**src/rtl/pbit_output_sampler.sv**
```systemverilog
// rtl/pbit_output_sampler.sv - settle, periodically sample and majority-vote the 8 output P-bits
module pbit_output_sampler #(
   parameter int NUM_PBITS       = 32,
   parameter int OUT_BASE        = NUM_PBITS - 16,
   parameter int SETTLE_CYCLES   = 64,
   parameter int SAMPLE_INTERVAL = 4,
   parameter int NUM_SAMPLES     = 256,
   parameter int CNT_W           = $clog2(NUM_SAMPLES + 1)
) (
   input  logic                 clk,
   input  logic                 rst_n,
   input  logic                 start,
   input  logic                 abort,
   input  logic [0:NUM_PBITS-1] m,
   output logic                 busy,
   output logic                 sample_strobe,
   output logic [CNT_W-1:0]     sample_cnt,
   output logic                 out_valid,
   input  logic                 out_ready,
   output logic [0:7]           out_word,
   output logic [0:8*CNT_W-1]   ones_count,
   output logic                 done
);

   localparam int SET_W = (SETTLE_CYCLES > 1) ? $clog2(SETTLE_CYCLES) : 1;
   localparam int INT_W = (SAMPLE_INTERVAL > 1) ? $clog2(SAMPLE_INTERVAL) : 1;

   localparam logic [1:0] S_IDLE   = 2'd0;
   localparam logic [1:0] S_SETTLE = 2'd1;
   localparam logic [1:0] S_SAMPLE = 2'd2;
   localparam logic [1:0] S_REPORT = 2'd3;

   logic [1:0]       state_q, state_d;
   logic [SET_W-1:0] settle_q, settle_d;
   logic [INT_W-1:0] intv_q, intv_d;
   logic [CNT_W-1:0] scnt_q, scnt_d;
   logic [CNT_W-1:0] cnt_q [8];
   logic [CNT_W-1:0] cnt_d [8];
   logic [0:7]       word_q, word_d;
   logic             strobe_q, strobe_d;
   logic             done_q, done_d;
   logic             busy_q, valid_q;

   // Only the eight output P-bits are observed; the rest of the state vector is ignored.
   logic unused_m;
   assign unused_m = ^m;

   // Next-state logic: run sequencing, sample capture and the majority vote on the final capture.
   always_comb begin
      state_d  = state_q;
      settle_d = settle_q;
      intv_d   = intv_q;
      scnt_d   = scnt_q;
      cnt_d    = cnt_q;
      word_d   = word_q;
      strobe_d = 1'b0;
      done_d   = 1'b0;
      case (state_q)
         S_IDLE: begin
            if (start) begin
               state_d  = S_SETTLE;
               settle_d = '0;
               intv_d   = '0;
               scnt_d   = '0;
               for (int i = 0; i < 8; i++) cnt_d[i] = '0;
            end
         end
         S_SETTLE: begin
            if (settle_q == SET_W'(SETTLE_CYCLES - 1)) begin
               state_d = S_SAMPLE;
               intv_d  = '0;
            end else begin
               settle_d = settle_q + 1'b1;
            end
         end
         S_SAMPLE: begin
            if (intv_q == INT_W'(SAMPLE_INTERVAL - 1)) begin
               intv_d   = '0;
               strobe_d = 1'b1;
               scnt_d   = scnt_q + 1'b1;
               for (int i = 0; i < 8; i++)
                  cnt_d[i] = cnt_q[i] + CNT_W'(m[OUT_BASE + i]);
               if (scnt_q == CNT_W'(NUM_SAMPLES - 1)) begin
                  state_d = S_REPORT;
                  // Strict majority: a tie votes 0.
                  for (int i = 0; i < 8; i++)
                     word_d[i] = ((2 * int'(cnt_d[i])) > NUM_SAMPLES);
               end
            end else begin
               intv_d = intv_q + 1'b1;
            end
         end
         default: begin
            if (out_ready) begin
               state_d = S_IDLE;
               done_d  = 1'b1;
            end
         end
      endcase
      // Abort wins over everything but leaves the counters and last result untouched.
      if (abort) begin
         state_d  = S_IDLE;
         settle_d = settle_q;
         intv_d   = intv_q;
         scnt_d   = scnt_q;
         cnt_d    = cnt_q;
         word_d   = word_q;
         strobe_d = 1'b0;
         done_d   = 1'b0;
      end
   end

   // State and output registers; status flags are registered from the next state.
   always_ff @(posedge clk or negedge rst_n) begin
      if (!rst_n) begin
         state_q  <= S_IDLE;
         settle_q <= '0;
         intv_q   <= '0;
         scnt_q   <= '0;
         for (int i = 0; i < 8; i++) cnt_q[i] <= '0;
         word_q   <= '0;
         strobe_q <= 1'b0;
         done_q   <= 1'b0;
         busy_q   <= 1'b0;
         valid_q  <= 1'b0;
      end else begin
         state_q  <= state_d;
         settle_q <= settle_d;
         intv_q   <= intv_d;
         scnt_q   <= scnt_d;
         cnt_q    <= cnt_d;
         word_q   <= word_d;
         strobe_q <= strobe_d;
         done_q   <= done_d;
         busy_q   <= (state_d != S_IDLE);
         valid_q  <= (state_d == S_REPORT);
      end
   end

   assign busy          = busy_q;
   assign sample_strobe = strobe_q;
   assign sample_cnt    = scnt_q;
   assign out_valid     = valid_q;
   assign out_word      = word_q;
   assign done          = done_q;

   for (genvar g = 0; g < 8; g++) begin : g_cnt
      assign ones_count[g*CNT_W +: CNT_W] = cnt_q[g];
   end

endmodule

```
**config.mk**
```make
export PLATFORM = sky130hd
export DESIGN_NAME = pbit_output_sampler
export DESIGN_NICKNAME = d
export VERILOG_FILES = /design/src/rtl/pbit_output_sampler.sv
export SDC_FILE = /design/constraint.sdc
export NUM_CORES = 1
export LEC_CHECK = 0
export CELL_PAD_IN_SITES_DETAIL_PLACEMENT = 1
export CELL_PAD_IN_SITES_GLOBAL_PLACEMENT = 2
export CORE_MARGIN = 4
export CORE_UTILIZATION = 34
export CTS_BUF_LIST = sky130_fd_sc_hd__clkbuf_4 sky130_fd_sc_hd__clkbuf_8
export DETAILED_ROUTE_END_ITERATION = 10
export PLACE_DENSITY_LB_ADDON = 0.1
export SLEW_MARGIN = 40
export SYNTH_ARGS = -nofsm -noshare
export SYNTH_HDL_FRONTEND = slang
export SYNTH_SLANG_ARGS = --single-unit
```
**constraint.sdc**
```tcl
create_clock -name clk -period 3.83 [get_ports clk]
set_input_delay 0.9575 -clock clk [delete_from_list [all_inputs] [get_ports clk]]
set_output_delay 0.9575 -clock clk [all_outputs]
set_load 0.02 [all_outputs]
```
### Yosys cells after proc, flatten, opt, wreduce, memory -nomap -nowiden

Index checks and enable logic that the tools add are counted.

* input port bits: 37
* memory bits (read-only): 0
* word-level logic and storage cells: 83
* register bits: 103
* memories: 0
* output and inout port bits: 93
* bits in latches: 0
* RAM bits: 0

* add/sub/neg operators: 11
* equality and inequality tests: 10
* mux-type cells: 26
* divide/modulo/power cells: 0
* bitwise gates (word level): 1
* reduce and logical (&&, ||, !) cells: 10
* multipliers: 0
* shift-type cells: 0
* $lt $le $gt $ge: 8

Operators by type and width (count)
* $mux 72: 2
* $pmux 72 s2: 1
* $gt 10x9->1 const B: 8
* $add 9x1->9: 8
* $mux 2: 9
* $mux 9: 2
* $pmux 9 s2: 1
* $reduce_and 4->1: 4
* $mux 6: 2
* $pmux 2 s3: 2
* $pmux 6 s2: 1
* $add 9x1->9 const B: 1
* $eq 9x8->1 const B: 1
* $ne 2x2->1 const B: 4
* $add 6x1->6 const B: 1
* $eq 2x2->1 const B: 3
* $eq 6x6->1 const B: 1
* $mux 1: 6
* $reduce_bool 2->1: 3
* $reduce_bool 3->1: 1
* $reduce_or 3->1: 1
* $add 2x1->2 const B: 1
* $eq 2x1->1 const B: 1
* $logic_not 2->1: 1
* $not 1->1: 1

### Logic depth before layout (Yosys ltp)

* depth after elaboration: 6
* mapped depth: 8
* mapped depth without buffers: 7

### Least setup slack after synthesis

No wires, ideal clock.

* path kind: input -> register
* start point: input port m[20] in the netlist's numbering
* end point: register word_q (netlist bit out_word[4])
* data required time: 3.709 ns
* arrival: 2.279 ns
* setup slack: 1.430 ns
* cell stages on the path: 7
* path through: ha_1 > ha_1 > nand3_1 > nor3_1 > xor2_1 > a211o_1 > o22a_1

* cells in the longest elaborated chain, start to end: 2

RTL lines
* start, declared: line 14 `input logic [0:NUM_PBITS-1] m,`
* $add 9x1->9: line 82 `cnt_d[i] = cnt_q[i] + CNT_W'(m[OUT_BASE + i]);`
* $gt 10x9->1: line 87 `word_d[i] = ((2 * int'(cnt_d[i])) > NUM_SAMPLES);`
* end signal, assigned: line 132 `word_q <= word_d;`
* end, declared: line 39 `logic [0:7] word_q, word_d;`

Every way passes these cells.
A chain may end at the register's enable or synchronous reset.

### Worst setup path in the final report

* start point: input port abort
* end point: register word_q (netlist bit out_word[1])

* cells in the longest elaborated chain, start to end: 2

RTL lines
* start, declared: line 13 `input logic abort,`
* $not 1->1 (no line)
* $reduce_and 4->1 (no line)

Every way passes these cells.

==> results.ini <==
[outcome]
status = finished, final reports clean

[setup_path]
worst-endpoint-required_ns = 4.10
end_kind = flop
path_max_fanout = 29
cp.arrival_ns = 3.02
critical_path_class = input port to flop
start_kind = input port

[yosys]
synth-main-ff-cell = dfrtp_1
netlist_top_cells_count = dfrtp_1 (103), nand2_1 (94), o21ai_0 (78)
ys_warn_count = 0
syn_inst = 652
synth_nets = 709
synthArstFlopShare_pct = 100
synth_area_leaders = dfrtp_1 (44%), o21ai_0 (6.7%), nand2_1 (6.1%)
seq_area_frac_synth_pct = 44.3
yosysMostFrequentCell = dfrtp_1
ys_ff_latch = 103
synth_cell_types = 62
syn_area_um2 = 5820
synth_top_area_share_pct = 44.3
avgSynthCellArea_um2 = 8.93
synth-edff-count = 0
synth_top_area_cell = dfrtp_1

[global_route]
grt_use_total_pct = 18.1
grt_max_degree = 71
overflow = 0
grt_first_pass_wirelength_mm = 29.1
antenna_found_initial = 0
grt_pass1_vias = 5529

[sta]
rsz0062_at_grt = false
hold_violations = 0
tns_ns = 0
fmax_mhz = 364
setup_viol = 0
min_period_over_period_pct = 71.7
tightestPinTransition_ns = 0.695
skew_ns = 0.0111
drv_slew = 0
max-slew-margin-rel_pct = 53.7
period_minus_slack_ns = 2.74

[layout]
final_area_um2 = 7320
diodes = 0
syn2layout_area_growth_pct = 25.7
drive_gt1_share_pct = 5.35
finalNetCount = 800
nFillCells = 1936

[die]
rows = 47
initial_utilization_pct = 34.9
fp.coreArea_um2 = 16700
die_h_um = 139
dieArea_um2 = 19300
pin_count = 130
die_x_um = 139

[power_and_ir_drop]
max-vdd-ir-drop_uv = 199
p_leak_uw = 0.00301
power_density_nw_per_um2 = 283

[placement]
port_buffers = 105
post-dp-hpwl_mm = 11.9
placed_area_um2 = 7060
place.gp.congestion = 0.745

[cts]
clk_latency_ns = 0.39
cts_htree_levels = 3
root_buffer = clkbuf_8
cts_resized = 0
hold_buffers = 0
clockBufferDepth = 2
cts_buffers = 9
post-cts-setup-buffers = 0
tritoncts = yes
clock-sinks = 103
clkTransAtPathRegs_ns = 0.10

[job]
maxCapViolCount = 0

[drt]
drt_wl_total_mm = 17.3
drt_iter0_drc = 185
vias = 5352
wl_per_cell_um = 17.8
drcViolationCount = 0
first_pass_iters = 4
vias_per_cell = 5.53
postRouteAntennaNets = 0

[min_path]
min_path_type = flop to flop

-- flip-flops by register name, indices dropped and copies added (netlist names) --
register,cells
ones_count,72
sample_cnt,9
out_word,8
settle_q,6
intv_q,2
state_q,2
busy,1
done,1
out_valid,1
sample_strobe,1
-- critical path, stage by stage --
cell	delay (ns)
clkdlybuf4s50_1	0.51
nand2b_1	0.23
nand3b_4	0.20
inv_4	0.29
and2_2	0.49
mux2i_1	0.24
o21ai_0	0.10
-- stage by stage --
step                      setup WS, ns  instances  utilization, %  total power [µW]  hold slack (ns)
after global placement           0.666        951            42.1              1220            0.497
final                             1.09        968            43.8              2080            0.528
after detailed placement         0.630        952            42.3              1230            0.506
after global routing             0.951        968            43.8              2170            0.559
after floorplan                   1.43        652               -              1160            0.476
after CTS                         1.05        968            43.8              2120            0.539
-- cell families (layout without fill, tap and decap cells) --
| family | after synthesis | count (layout) | synth area share [%] |
|---|---|---|---|
| XOR/XNOR | 30 | 30 | 4.51 |
| AND/OR/NAND/NOR | 253 | 253 | 20.7 |
| multiplexers | 1 | 1 | 0.172 |
| adder cells (fa/ha/maj) | 20 | 20 | 4.30 |
| AO/OA/AOI/OAI | 203 | 203 | 22.4 |
| flip-flops | 103 | 103 | 44.3 |
| buffers and inverters | 42 | 138 | 3.70 |
-- layer usage --
layer	global-route usage (%)	wire length (µm)	vias to the layer above
met4	4.17	209	0
met1	23.1	7780	2719
met3	4.24	636	16
li1	-	-	2539
met2	31.2	8640	78
met5	0	0	-
-- power by group --
| part | internal [µW] | switching [µW] |
|---|---|---|
| combinational | 36.3 | 66.1 |
| sequential | 1090 | 6.01 |
| clock | 470 | 405 |
-- layout by cell type (no fill, tap or decap), drive strengths merged, types with 6 or more instances in the layout --
| cell | Yosys | routed |
|---|---|---|
| a211oi | 7 | 7 |
| a21oi | 25 | 25 |
| a22o | 24 | 24 |
| a31oi | 11 | 11 |
| and2 | 12 | 12 |
| and3 | 7 | 7 |
| buf | 26 | 9 |
| clkbuf | 7 | 11 |
| clkdlybuf4s50 | 0 | 104 |
| dfrtp | 103 | 103 |
| ha | 20 | 20 |
| inv | 9 | 9 |
| nand2 | 94 | 94 |
| nand3 | 29 | 29 |
| nand4 | 10 | 10 |
| nor2 | 54 | 54 |
| nor3 | 14 | 14 |
| nor4 | 7 | 7 |
| o21ai | 89 | 89 |
| o31ai | 18 | 18 |
| or2 | 6 | 6 |
| or3 | 6 | 6 |
| xnor2 | 14 | 14 |
| xor2 | 16 | 16 |
-- path summary, 6_finish.rpt --
kind	startpoint	depth (start not counted)	slack [ns]	end
max	abort	7	1.09	out_word[1]
min	ones_count[9]	1	0.53	ones_count[9]
max reg2reg	intv_q[0]	8	1.66	ones_count[56]
min reg2reg	ones_count[9]	1	0.53	ones_count[9]
max in group asynchronous	rst_n	2	2.63	sample_cnt[0]
min in group asynchronous	rst_n	1	0.58	ones_count[47]
-- final cells by class --
cell class / count / area, µm² / area share (%)
Clock buffer: 11 / 151 / 2.07
Clock inverter: 5 / 104 / 1.42
Inverter: 9 / 36.3 / 0.496
Multi-Input combinational cell: 507 / 3030 / 41.4
Sequential cell: 103 / 2580 / 35.2
Tap cell: 220 / 275 / 3.76
Timing Repair Buffer: 113 / 1140 / 15.6
Note: power is estimated with default switching activity, not from simulation.
